File: src/rtl/ace_snoop_initiator.sv
// ace_snoop_initiator
// Issues a programmable sequence of ACE snoop requests on the AC channel.
// It collects each CR response and, when the response says data is coming,
// the CD data beats. It records the worst-case AC-to-CR response latency.
//
// Ports
//   ace_aclk, ace_aresetn      clock, synchronous active-low reset
//   i_control_reg              [0] en, [4:1] acsnoop, [12:5] num_snoops
//   i_base_addr_reg            first snoop address
//   i_stride_reg               address increment between snoops (wraps at 2^32)
//   i_timeout_reg              per-snoop response timeout in cycles, 0 = off
//   o_status_reg               [0] done, [1] err_timeout, [2] err_cdlast,
//                              [3] busy, [15:8] snoops completed
//   o_ac* / i_acready          AC snoop address channel (master)
//   i_cr* / o_crready          CR snoop response channel (slave)
//   i_cd* / o_cdready          CD snoop data channel (slave)
//   o_last_data                most recently accepted CD beat
//   o_max_latency              longest AC-handshake to CR-handshake time, cycles
module ace_snoop_initiator #(
  parameter int C_S_AXI_DATA_WIDTH = 32,
  parameter int C_ACE_DATA_WIDTH   = 128,
  parameter int C_ACE_ADDR_WIDTH   = 44,
  parameter int CD_BEATS           = 4
) (
  input  logic                          ace_aclk,
  input  logic                          ace_aresetn,
  input  logic [C_S_AXI_DATA_WIDTH-1:0] i_control_reg,
  input  logic [C_S_AXI_DATA_WIDTH-1:0] i_base_addr_reg,
  input  logic [C_S_AXI_DATA_WIDTH-1:0] i_stride_reg,
  input  logic [C_S_AXI_DATA_WIDTH-1:0] i_timeout_reg,
  output logic [C_S_AXI_DATA_WIDTH-1:0] o_status_reg,
  output logic                          o_acvalid,
  output logic [C_ACE_ADDR_WIDTH-1:0]   o_acaddr,
  output logic [3:0]                    o_acsnoop,
  output logic [2:0]                    o_acprot,
  input  logic                          i_acready,
  input  logic                          i_crvalid,
  input  logic [4:0]                    i_crresp,
  output logic                          o_crready,
  input  logic                          i_cdvalid,
  input  logic [C_ACE_DATA_WIDTH-1:0]   i_cddata,
  input  logic                          i_cdlast,
  output logic                          o_cdready,
  output logic [C_ACE_DATA_WIDTH-1:0]   o_last_data,
  output logic [31:0]                   o_max_latency
);

  localparam int BEAT_W = $clog2(CD_BEATS + 1);

  typedef enum logic [2:0] {
    S_IDLE, S_ISSUE, S_WAIT_CR, S_WAIT_CD, S_NEXT, S_DONE, S_ERROR
  } state_t;

  state_t              state;
  logic [31:0]         addr;
  logic [7:0]          num_lat;
  logic [7:0]          completed;
  logic [31:0]         elapsed;
  logic [BEAT_W-1:0]   beat_cnt;
  logic                done;
  logic                err_timeout;
  logic                err_cdlast;

  logic                en;
  logic [3:0]          ctl_snoop;
  logic [7:0]          ctl_num;
  logic [31:0]         elapsed_n;
  logic                timeout_hit;
  logic                ac_hs;
  logic                cr_hs;
  logic                cd_hs;
  logic [BEAT_W-1:0]   beat_n;
  logic [7:0]          completed_n;
  logic [31:0]         addr_n;
  logic                busy;
  logic                unused_ok;

  function automatic logic [31:0] sat_inc(input logic [31:0] v);
    return (v == 32'hFFFF_FFFF) ? v : v + 32'd1;
  endfunction

  function automatic logic [C_ACE_ADDR_WIDTH-1:0] ext_addr(input logic [31:0] a);
    return C_ACE_ADDR_WIDTH'(a);
  endfunction

  assign en          = i_control_reg[0];
  assign ctl_snoop   = i_control_reg[4:1];
  assign ctl_num     = i_control_reg[12:5];
  assign ac_hs       = o_acvalid & i_acready;
  assign cr_hs       = o_crready & i_crvalid;
  assign cd_hs       = o_cdready & i_cdvalid;
  assign beat_n      = beat_cnt + BEAT_W'(1);
  assign completed_n = completed + 8'd1;
  assign addr_n      = addr + i_stride_reg[31:0];

  // One counter serves as both response latency and timeout timer: it is
  // cleared at the AC handshake and runs through WAIT_CR and WAIT_CD.
  assign elapsed_n   = sat_inc(elapsed);
  // >= rather than == so a snoop that reached the limit exactly on its CR
  // handshake still times out in WAIT_CD instead of waiting forever.
  assign timeout_hit = (i_timeout_reg[31:0] != 32'd0) && (elapsed_n >= i_timeout_reg[31:0]);

  assign busy = (state == S_ISSUE) || (state == S_WAIT_CR) ||
                (state == S_WAIT_CD) || (state == S_NEXT);

  assign o_status_reg = C_S_AXI_DATA_WIDTH'({16'd0, completed, 4'd0,
                                             busy, err_cdlast, err_timeout, done});
  assign o_acprot     = 3'd0;

  assign unused_ok = ^{i_control_reg[C_S_AXI_DATA_WIDTH-1:13], i_crresp[4:1]};

  always_ff @(posedge ace_aclk) begin
    if (!ace_aresetn) begin
      state         <= S_IDLE;
      addr          <= '0;
      num_lat       <= '0;
      completed     <= '0;
      elapsed       <= '0;
      beat_cnt      <= '0;
      done          <= 1'b0;
      err_timeout   <= 1'b0;
      err_cdlast    <= 1'b0;
      o_acvalid     <= 1'b0;
      o_acaddr      <= '0;
      o_acsnoop     <= '0;
      o_crready     <= 1'b0;
      o_cdready     <= 1'b0;
      o_last_data   <= '0;
      o_max_latency <= '0;
    end else begin
      case (state)
        S_IDLE: begin
          if (en && !done && !err_timeout && !err_cdlast) begin
            num_lat       <= ctl_num;
            addr          <= i_base_addr_reg[31:0];
            completed     <= '0;
            elapsed       <= '0;
            beat_cnt      <= '0;
            o_max_latency <= '0;
            o_acsnoop     <= ctl_snoop;
            if (ctl_num == 8'd0) begin
              done  <= 1'b1;
              state <= S_DONE;
            end else begin
              o_acvalid <= 1'b1;
              o_acaddr  <= ext_addr(i_base_addr_reg[31:0]);
              state     <= S_ISSUE;
            end
          end
        end

        // AC outputs are registers that only change on the handshake, so
        // they stay stable while the interconnect back-pressures.
        S_ISSUE: begin
          if (ac_hs) begin
            o_acvalid <= 1'b0;
            o_crready <= 1'b1;
            elapsed   <= '0;
            state     <= S_WAIT_CR;
          end
        end

        // A CR handshake on the same edge as the timeout takes priority.
        S_WAIT_CR: begin
          elapsed <= elapsed_n;
          if (cr_hs) begin
            o_crready <= 1'b0;
            if (elapsed_n > o_max_latency) o_max_latency <= elapsed_n;
            if (i_crresp[0]) begin
              o_cdready <= 1'b1;
              beat_cnt  <= '0;
              state     <= S_WAIT_CD;
            end else begin
              state <= S_NEXT;
            end
          end else if (timeout_hit) begin
            o_crready   <= 1'b0;
            err_timeout <= 1'b1;
            state       <= S_ERROR;
          end
        end

        // The line must arrive as exactly CD_BEATS beats with cdlast on the
        // final one; any other framing is a protocol error.
        S_WAIT_CD: begin
          elapsed <= elapsed_n;
          if (cd_hs) begin
            o_last_data <= i_cddata;
            beat_cnt    <= beat_n;
            if (beat_n == BEAT_W'(CD_BEATS)) begin
              o_cdready <= 1'b0;
              if (i_cdlast) begin
                state <= S_NEXT;
              end else begin
                err_cdlast <= 1'b1;
                state      <= S_ERROR;
              end
            end else if (i_cdlast) begin
              o_cdready  <= 1'b0;
              err_cdlast <= 1'b1;
              state      <= S_ERROR;
            end
          end else if (timeout_hit) begin
            o_cdready   <= 1'b0;
            err_timeout <= 1'b1;
            state       <= S_ERROR;
          end
        end

        // en is only honoured here, between snoops, so a dropped enable
        // never leaves a half-finished transaction on the bus.
        S_NEXT: begin
          completed <= completed_n;
          addr      <= addr_n;
          if (completed_n == num_lat) begin
            done  <= 1'b1;
            state <= S_DONE;
          end else if (!en) begin
            state <= S_IDLE;
          end else begin
            o_acvalid <= 1'b1;
            o_acaddr  <= ext_addr(addr_n);
            state     <= S_ISSUE;
          end
        end

        S_DONE: begin
          if (!en) begin
            done  <= 1'b0;
            state <= S_IDLE;
          end
        end

        S_ERROR: begin
          o_acvalid <= 1'b0;
          o_crready <= 1'b0;
          o_cdready <= 1'b0;
          if (!en) begin
            err_timeout <= 1'b0;
            err_cdlast  <= 1'b0;
            state       <= S_IDLE;
          end
        end

        default: state <= S_IDLE;
      endcase
    end
  end

endmodule

File: config.mk
export PLATFORM = sky130hd
export DESIGN_NAME = ace_snoop_initiator
export DESIGN_NICKNAME = d
export VERILOG_FILES = /design/src/rtl/ace_snoop_initiator.sv
export SDC_FILE = /design/constraint.sdc
export NUM_CORES = 1
export LEC_CHECK = 0
export CAP_MARGIN = 30
export CORE_ASPECT_RATIO = 0.75
export CORE_UTILIZATION = 42
export DETAILED_ROUTE_END_ITERATION = 12
export PLACE_DENSITY = 0.88
export SLEW_MARGIN = 20
export SYNTH_ARGS = -nofsm -noshare
export SYNTH_HDL_FRONTEND = slang
export SYNTH_SLANG_ARGS = --single-unit
File: constraint.sdc
create_clock -name ace_aclk -period 3.9 [get_ports ace_aclk]
set_clock_uncertainty 0.15 [all_clocks]
set_input_delay 0.975 -clock ace_aclk [delete_from_list [all_inputs] [get_ports ace_aclk]]
set_output_delay 0.975 -clock ace_aclk [all_outputs]
set_load 0.01 [all_outputs]
==> flow_metrics.env, run 1 <==
export IMPL_drc=0
export IMPL_synth_yosys_seq_area_share_pct=37.4
export IMPL_cp_max_fo=16
export IMPL_reg2reg_from="elapsed[3]$_SDFFE_PN0P_"
export IMPL_yosysUniqueCellTypes=72
export IMPL_core_um2=36000
export IMPL_endpoint="o_max_latency[28]$_SDFFE_PN0P_"
export IMPL_synth_area_um2=15400
export IMPL_setup_tns_ps=-22400
export IMPL_p_sw_share_pct=33.7
export IMPL_ioPinCount=513
export IMPL_reg2reg_depth=23
export IMPL_cp_depth=23
export IMPL_area_delta_synth_final_pct=53.9
export IMPL_grt_total_usage_pct=29.1
export IMPL_cts_tree="built"
export IMPL_vias=17476
export IMPL_yosys_warnings=0
export IMPL_period_share_pct=117
export IMPL_overflow=0
export IMPL_avgSynthCellArea_um2=7.68
export IMPL_worstPathRequired_ps=4210
export IMPL_drive_gt1_share_pct=16.3
export IMPL_clkLatencyLatePin_ps=580
export IMPL_path_clk_slew_ps=70
export IMPL_cts_max_level=1
export IMPL_wirelength_um=61600
export IMPL_p_total_mw=9.66
export IMPL_drt_iter0_drc=1725
export IMPL_synth_seq_cells=288
export IMPL_fin_ws_ps=-670
export IMPL_setup_viol_count_final=37
export IMPL_cp_cell_sequence="nand4_4 -> nor4_4 -> buf_4 -> nand4_4 -> buf_6 -> nor4_4 -> buf_4 -> buf_4 -> buf_4 -> nor2_1 -> nand2_1 -> xnor2_2 -> ha_1 -> a21o_1 -> a21oi_2 -> o21ai_1 -> a221oi_1 -> buf_4 -> a21oi_4 -> buf_6 -> o21bai_4 -> buf_12 -> o2bb2ai_1"
export IMPL_path_delay_family="buffers and inverters"
export IMPL_cts_sinks=288
export IMPL_slew_viol_final=0
export IMPL_maxCapViolations=0
export IMPL_ys_flop_type="dfxtp_1"
export IMPL_highest_signal_layer="met5"
export IMPL_p_leak_nw=9.73
export IMPL_slew_headroom_pct=37.9
export IMPL_worst_path_largest_cell_delay_ps=360
export IMPL_async_flop_share_pct=0
export IMPL_crit_reg2reg_capture="o_max_latency[28]$_SDFFE_PN0P_"
export IMPL_grt_antenna_before_repair=3
export IMPL_tightest_slew_ps=931
export IMPL_cts_buffers=30
export IMPL_comb_power_share_pct=34.5
export IMPL_grt_max_degree=141
export IMPL_drt_pass1_iter_count=6
export IMPL_fill_cells=2664
export IMPL_crit_start="elapsed[3]$_SDFFE_PN0P_"
export IMPL_critical_path_most_common_cell="buf_4"
export IMPL_met3_length_um=5510
export IMPL_start_kind="flop"
export IMPL_fmax_ghz=0.219
export IMPL_hold_buffers=0
export IMPL_p_sw_mw=3.25
export IMPL_ant_nets=0
export IMPL_ff2ff_setup_slack_ps=-670
export IMPL_hold_path_class="reg2reg"
export IMPL_die_area_um2=37500
export IMPL_chipHeight_um=168
export IMPL_routed_via_density=5.62
export IMPL_power_frac_seq_pct=34.7
export IMPL_peakVddDrop_uv=323
export IMPL_worstSetupEndpointType="flop"
export IMPL_outcome="finished with violations"
export IMPL_violations="negative setup slack"
export IMPL_start_util_pct=42.8
export IMPL_io_buffers=454
export IMPL_p_int_mw=6.41
export IMPL_dp_hpwl_um=39800
export IMPL_dr_wl_met2_um=29100
export IMPL_critical_path_slowest_cell="dfxtp_2"
export IMPL_grt_pass1_wl_um=88400
export IMPL_power_frac_clock_pct=30.8
export IMPL_worst_setup_path_type="reg2reg"
export IMPL_cts_buffer_depth=3
export IMPL_grt_pass1_vias=16958
export IMPL_wl_per_cell_um=19.8
export IMPL_synthCells=2009
export IMPL_wl_met1_um=23000
export IMPL_period_minus_slack_ps=4570
export IMPL_fp_row_count=60
export IMPL_synth_edff_count=0
export IMPL_cellPowerDensity_nw_per_um2=407
export IMPL_place_gp_congestion=0.931
export IMPL_die_width_um=223
export IMPL_hold_viol_final=0
export IMPL_cts_root_buf="clkbuf_16"
export IMPL_grt_setup_unrepaired="true"
export IMPL_fin_nets=2986
export IMPL_cp_arrival_ps=4880
export IMPL_critPathBufInv=8
worst min-delay path: cells and delay by family (launching register included):
kind	cells	cell delay (ps)
and+or+nand+nor	1	50
DFF	1	310
AOI/OAI and AO/OA	1	50
kinds of logic (layout without fill, tap and decap cells):
group	after synthesis	in the layout	share of synthesized area, %
AO/OA/AOI/OAI	523	523	21.1
XOR/XNOR	63	63	3.58
adder cells (fa/ha/maj)	100	100	8.16
buffers and inverters	266	866	7.53
flip-flops	288	288	37.4
multiplexers	10	10	0.665
other	1	37	0.0243
AND/OR/NAND/NOR	758	758	21.6
how the worst min path moves through the flow:
stage          slack, ps                            to  depth (start not counted)                    startpoint
2_1_floorplan        300       num_lat[0]$_SDFFE_PN0P_                          2       num_lat[0]$_SDFFE_PN0P_
3_3_place_gp         290  o_last_data[68]$_SDFFE_PN0P_                          2  o_last_data[68]$_SDFFE_PN0P_
3_5_place_dp         300  o_last_data[13]$_SDFFE_PN0P_                          2  o_last_data[13]$_SDFFE_PN0P_
4_1_cts              300  o_last_data[25]$_SDFFE_PN0P_                          2  o_last_data[25]$_SDFFE_PN0P_
5_1_grt              320  o_last_data[23]$_SDFFE_PN0P_                          2  o_last_data[23]$_SDFFE_PN0P_
6_report             300  o_last_data[90]$_SDFFE_PN0P_                          2  o_last_data[90]$_SDFFE_PN0P_
placed cells by master, fill, tap and decap left out, types with 12 or more instances in the layout:
| cell type | instances |
|---|---|
| nand4_1 | 22 |
| nand2b_1 | 13 |
| buf_12 | 12 |
| and3_1 | 14 |
| nor3_1 | 32 |
| inv_1 | 101 |
| ha_1 | 89 |
| xor2_1 | 16 |
| dfxtp_1 | 282 |
| clkdlybuf4s50_1 | 453 |
| clkbuf_16 | 33 |
| nor2_1 | 127 |
| o21ai_0 | 64 |
| o2bb2ai_2 | 16 |
| a211oi_1 | 28 |
| xnor2_1 | 25 |
| a31oi_1 | 17 |
| a21oi_1 | 231 |
| a21o_1 | 41 |
| conb_1 | 35 |
| o2bb2ai_1 | 15 |
| buf_4 | 219 |
| nand2_1 | 426 |
| o21a_1 | 12 |
| nand3_1 | 34 |
registers in the layout, summed over array words and instances (netlist names), 3 cells and up:
signal,flops
o_last_data,128
addr,32
elapsed,32
o_acaddr,32
o_max_latency,32
completed,8
num_lat,8
o_acsnoop,4
beat_cnt,3
state,3
power by group through the flow:
stage / clock network, mW / registers [mW] / logic, mW
2_1_floorplan: 0 / 3.44 / 1.73
3_3_place_gp: 0 / 3.40 / 3.00
3_5_place_dp: 0 / 3.41 / 3.10
4_1_cts: 3.00 / 3.35 / 3.24
5_1_grt: 3.12 / 3.38 / 3.56
6_report: 2.98 / 3.35 / 3.33
cells in the mapped netlist (16+ instances only):
| library cell | count | area, µm² |
|---|---|---|
| a31oi_1 | 17 | 106 |
| a21o_1 | 41 | 308 |
| ha_1 | 99 | 1240 |
| o2bb2ai_1 | 32 | 280 |
| a211oi_1 | 30 | 225 |
| inv_1 | 113 | 424 |
| and3_1 | 16 | 100 |
| xnor2_1 | 37 | 324 |
| a21oi_1 | 240 | 1200 |
| nor2_1 | 135 | 507 |
| nor3_1 | 34 | 170 |
| nand3_1 | 39 | 195 |
| xor2_1 | 26 | 228 |
| nand2_1 | 431 | 1620 |
| nand4_1 | 22 | 138 |
| clkbuf_1 | 99 | 372 |
| o21ai_0 | 70 | 350 |
| buf_4 | 41 | 308 |
| dfxtp_1 | 288 | 5770 |
routing by layer:
metal,GRT usage [%],vias up
li1,-,8044
met1,34.6,8139
met2,50.5,1006
met3,5.85,285
met4,13.5,2
met5,0,-
cell type report:
class                   count  area (µm²)  share of cell area [%]
well taps                 465         582                    2.45
clock inverters            17         148                   0.622
diodes                      2        5.00                  0.0211
inverters                 113         429                    1.81
clock buffers              39         856                    3.60
repair buffers            697        6600                    27.8
flip-flops and latches    288        5770                    24.3
multi-input cells        1489        9360                    39.4
through the flow:
stage          cells  worst slack (ps)  hold slack [ps]  instance area, µm²  utilization (%)
2_1_floorplan   2043             -24.3              298               15600                -
3_3_place_gp    3004              -194              291               21600             60.0
3_5_place_dp    3004              -348              296               21600             60.0
4_1_cts         3084              -201              304               23300             64.6
5_1_grt         3110              -802              318               23800             65.9
6_report        3110              -670              303               23800             65.9
what timing repair did:
action | 4_1_cts | 5_1_grt
gates resized for setup | 76 | 50
buffers inserted | 25 | 23
pin swaps | 40 | 39
cloned | 2 | 3
endpoints found under the hold margin | 0 | 0
endpoints found under the setup margin | 37 | 37
No activity file was read; power rests on OpenSTA's default activity.
==> inputs of run 2 (changes only) <==
--- a/config.mk
+++ b/config.mk
@@ -7,9 +7,11 @@
 export LEC_CHECK = 0
 export CAP_MARGIN = 30
 export CORE_ASPECT_RATIO = 0.75
-export CORE_UTILIZATION = 42
+export CORE_UTILIZATION = 39
+export CTS_BUF_LIST = sky130_fd_sc_hd__clkbuf_16
 export DETAILED_ROUTE_END_ITERATION = 12
-export PLACE_DENSITY = 0.88
+export MAX_ROUTING_LAYER = met4
+export PLACE_DENSITY = 0.84
 export SLEW_MARGIN = 20
 export SYNTH_ARGS = -nofsm -noshare
 export SYNTH_HDL_FRONTEND = slang
==> run 2 against run 1 <==
  * The flow still finishes with violations (negative setup slack)
  * Die area is 7.6% higher
  * Critical path depth fell by 2
  * Hold slack about the same
  * Core utilization is 4.8 points lower
  * Final cell count increased by 1.1%
  * Register-to-register slack better by 210 ps
  * Worst setup slack gained 210 ps
  * Global-route usage fell by 1.5 points
  * Sequential cell count did not move
  * Combinational power is 2% lower
  * Routed wire length decreased by 3.8%
  * Maximum frequency up 4.9%
==> flow_metrics.env, run 2 (synthesis results as in run 1) <==
export IMPL_critical_path_most_common_cell="buf_6"
export IMPL_critPathBufInv=7
export IMPL_peakVddDrop_uv=377
export IMPL_met3_length_um=4250
export IMPL_path_clk_slew_ps=70
export IMPL_hold_buffers=0
export IMPL_grt_pass1_wl_um=88300
export IMPL_wirelength_um=59300
export IMPL_setup_viol_count_final=37
export IMPL_die_width_um=232
export IMPL_cts_sinks=288
export IMPL_slew_viol_final=0
export IMPL_cp_arrival_ps=4720
export IMPL_tightest_slew_ps=997
export IMPL_grt_pass1_vias=16866
export IMPL_dr_wl_met2_um=28700
export IMPL_fin_nets=2975
export IMPL_grt_setup_unrepaired="true"
export IMPL_slew_headroom_pct=33.5
export IMPL_start_kind="flop"
export IMPL_worst_setup_path_type="reg2reg"
export IMPL_maxCapViolations=0
export IMPL_die_area_um2=40400
export IMPL_ant_nets=0
export IMPL_hold_viol_final=0
export IMPL_wl_per_cell_um=18.8
export IMPL_outcome="finished with violations"
export IMPL_highest_signal_layer="met4"
export IMPL_place_gp_congestion=0.922
export IMPL_reg2reg_depth=21
export IMPL_postLayoutCellArea_um2=23600
export IMPL_grt_antenna_before_repair=3
export IMPL_cts_buffer_depth=3
export IMPL_violations="negative setup slack"
export IMPL_worstSetupEndpointType="flop"
export IMPL_cp_max_fo=8
export IMPL_routed_via_density=5.50
export IMPL_vias=17280
export IMPL_regMostFlops="o_last_data"
export IMPL_hold_ws_ps=304
export IMPL_period_minus_slack_ps=4360
export IMPL_fp_row_count=62
export IMPL_critical_path_slowest_cell="nor4_4"
export IMPL_cts_root_buf="clkbuf_16"
export IMPL_wl_met1_um=23400
export IMPL_period_share_pct=112
export IMPL_drc=0
export IMPL_io_buffers=454
export IMPL_grt_total_usage_pct=27.6
export IMPL_cp_cell_sequence="nand4_4 -> nor4_4 -> nand4_4 -> buf_6 -> o31ai_4 -> nor2_2 -> nand2_2 -> buf_6 -> o21ai_0 -> inv_1 -> ha_1 -> nand4_1 -> buf_4 -> o21ai_2 -> a221oi_2 -> buf_4 -> a21oi_4 -> nor4_4 -> buf_6 -> buf_12 -> o2bb2ai_2"
export IMPL_cp_depth=21
export IMPL_place_area_um2=21700
export IMPL_area_delta_synth_final_pct=53.1
export IMPL_dp_cells=3055
export IMPL_drive_gt1_share_pct=15.6
export IMPL_layout_common_cells="453 x clkdlybuf4s50_1, 426 x nand2_1, 282 x dfxtp_1, 234 x a21oi_1, 208 x buf_4"
export IMPL_cts_buffers=31
export IMPL_cts_tree="built"
export IMPL_hold_path_class="reg2reg"
export IMPL_stdcell_count=3144
export IMPL_largest_reg_flops=128
export IMPL_dp_hpwl_um=39300
export IMPL_start_util_pct=39.9
export IMPL_clkLatencyLatePin_ps=580
export IMPL_fill_cells=3055
export IMPL_setup_tns_ps=-14960
export IMPL_layout_commonest_cell="clkdlybuf4s50_1"
export IMPL_overflow=0
export IMPL_worstPathRequired_ps=4260
export IMPL_chipHeight_um=174
export IMPL_hold_depth=2
export IMPL_core_um2=38600
export IMPL_fmax_ghz=0.230
export IMPL_path_delay_family="simple AND/OR/NAND/NOR gates"
export IMPL_grt_max_degree=132
export IMPL_p_leak_nw=9.61
export IMPL_worst_path_largest_cell_delay_ps=370
export IMPL_ioPinCount=513
export IMPL_cellPowerDensity_nw_per_um2=398
export IMPL_drt_pass1_iter_count=6
export IMPL_cts_max_level=1
export IMPL_drt_iter0_drc=1558
export IMPL_fin_ws_ps=-455
-- run 2: cell count changes in the layout (fill, tap and decap cells not counted), sizes merged --
cell,delta
buf,-10
bufinv,-1
clkbuf,-10
clkinv,+1
clkinvlp,-1
diode,+1
inv,+7
-- run 2: final timing paths --
path | from | end | slack [ps]
worst min register to register | o_last_data[97]$_SDFFE_PN0P_ | o_last_data[97]$_SDFFE_PN0P_ | 300
worst max register to register | elapsed[5]$_SDFFE_PN0P_ | o_max_latency[19]$_SDFFE_PN0P_ | -460
worst max-delay path | elapsed[5]$_SDFFE_PN0P_ | o_max_latency[19]$_SDFFE_PN0P_ | -460
worst min-delay path | o_last_data[97]$_SDFFE_PN0P_ | o_last_data[97]$_SDFFE_PN0P_ | 300
-- run 2: layout make-up --
cell class	count	area, µm²	area share (%)
clock buffers	31	776	3.28
flip-flops and latches	288	5770	24.4
diodes	3	7.51	0.0318
multi-input cells	1489	9380	39.7
inverters	113	429	1.82
clock inverters	23	129	0.545
well taps	512	641	2.71
repair buffers	685	6490	27.5
-- run 2: routing by layer --
metal | vias up | global-route usage (%)
li1 | 8031 | -
met1 | 8125 | 32.9
met2 | 877 | 45.6
met3 | 247 | 4.35
met4 | 0 | 12.1
met5 | - | -
-- run 2: where the power goes --
part           switching (mW)  internal (mW)  total (mW)
logic                    1.75           1.51        3.25
registers               0.191           3.20        3.39
clock network            1.26           1.49        2.75
total                    3.20           6.19        9.39
-- run 2: stage by stage --
stage | setup WS, ps | util (%) | power, mW
final | -455 | 61.2 | 9.39
after detailed placement | -337 | 56.1 | 6.49
after global placement | -255 | 56.1 | 6.38
after global routing | -626 | 61.2 | 9.84
after floorplan | -24.3 | - | 5.17
after CTS | -305 | 59.9 | 9.34
-- run 2: timing repair --
action	CTS	global route
resized for setup	64	69
setup buffers	22	12
endpoints found under the hold margin	0	0
endpoints found under the setup margin	37	38
pin swaps	37	38
gates cloned	3	0
-- run 2: tightest hold or removal path: stages (launching register included) --
cell and delay (ps):
dfxtp_1 310, nand2_1 50, a21oi_1 50
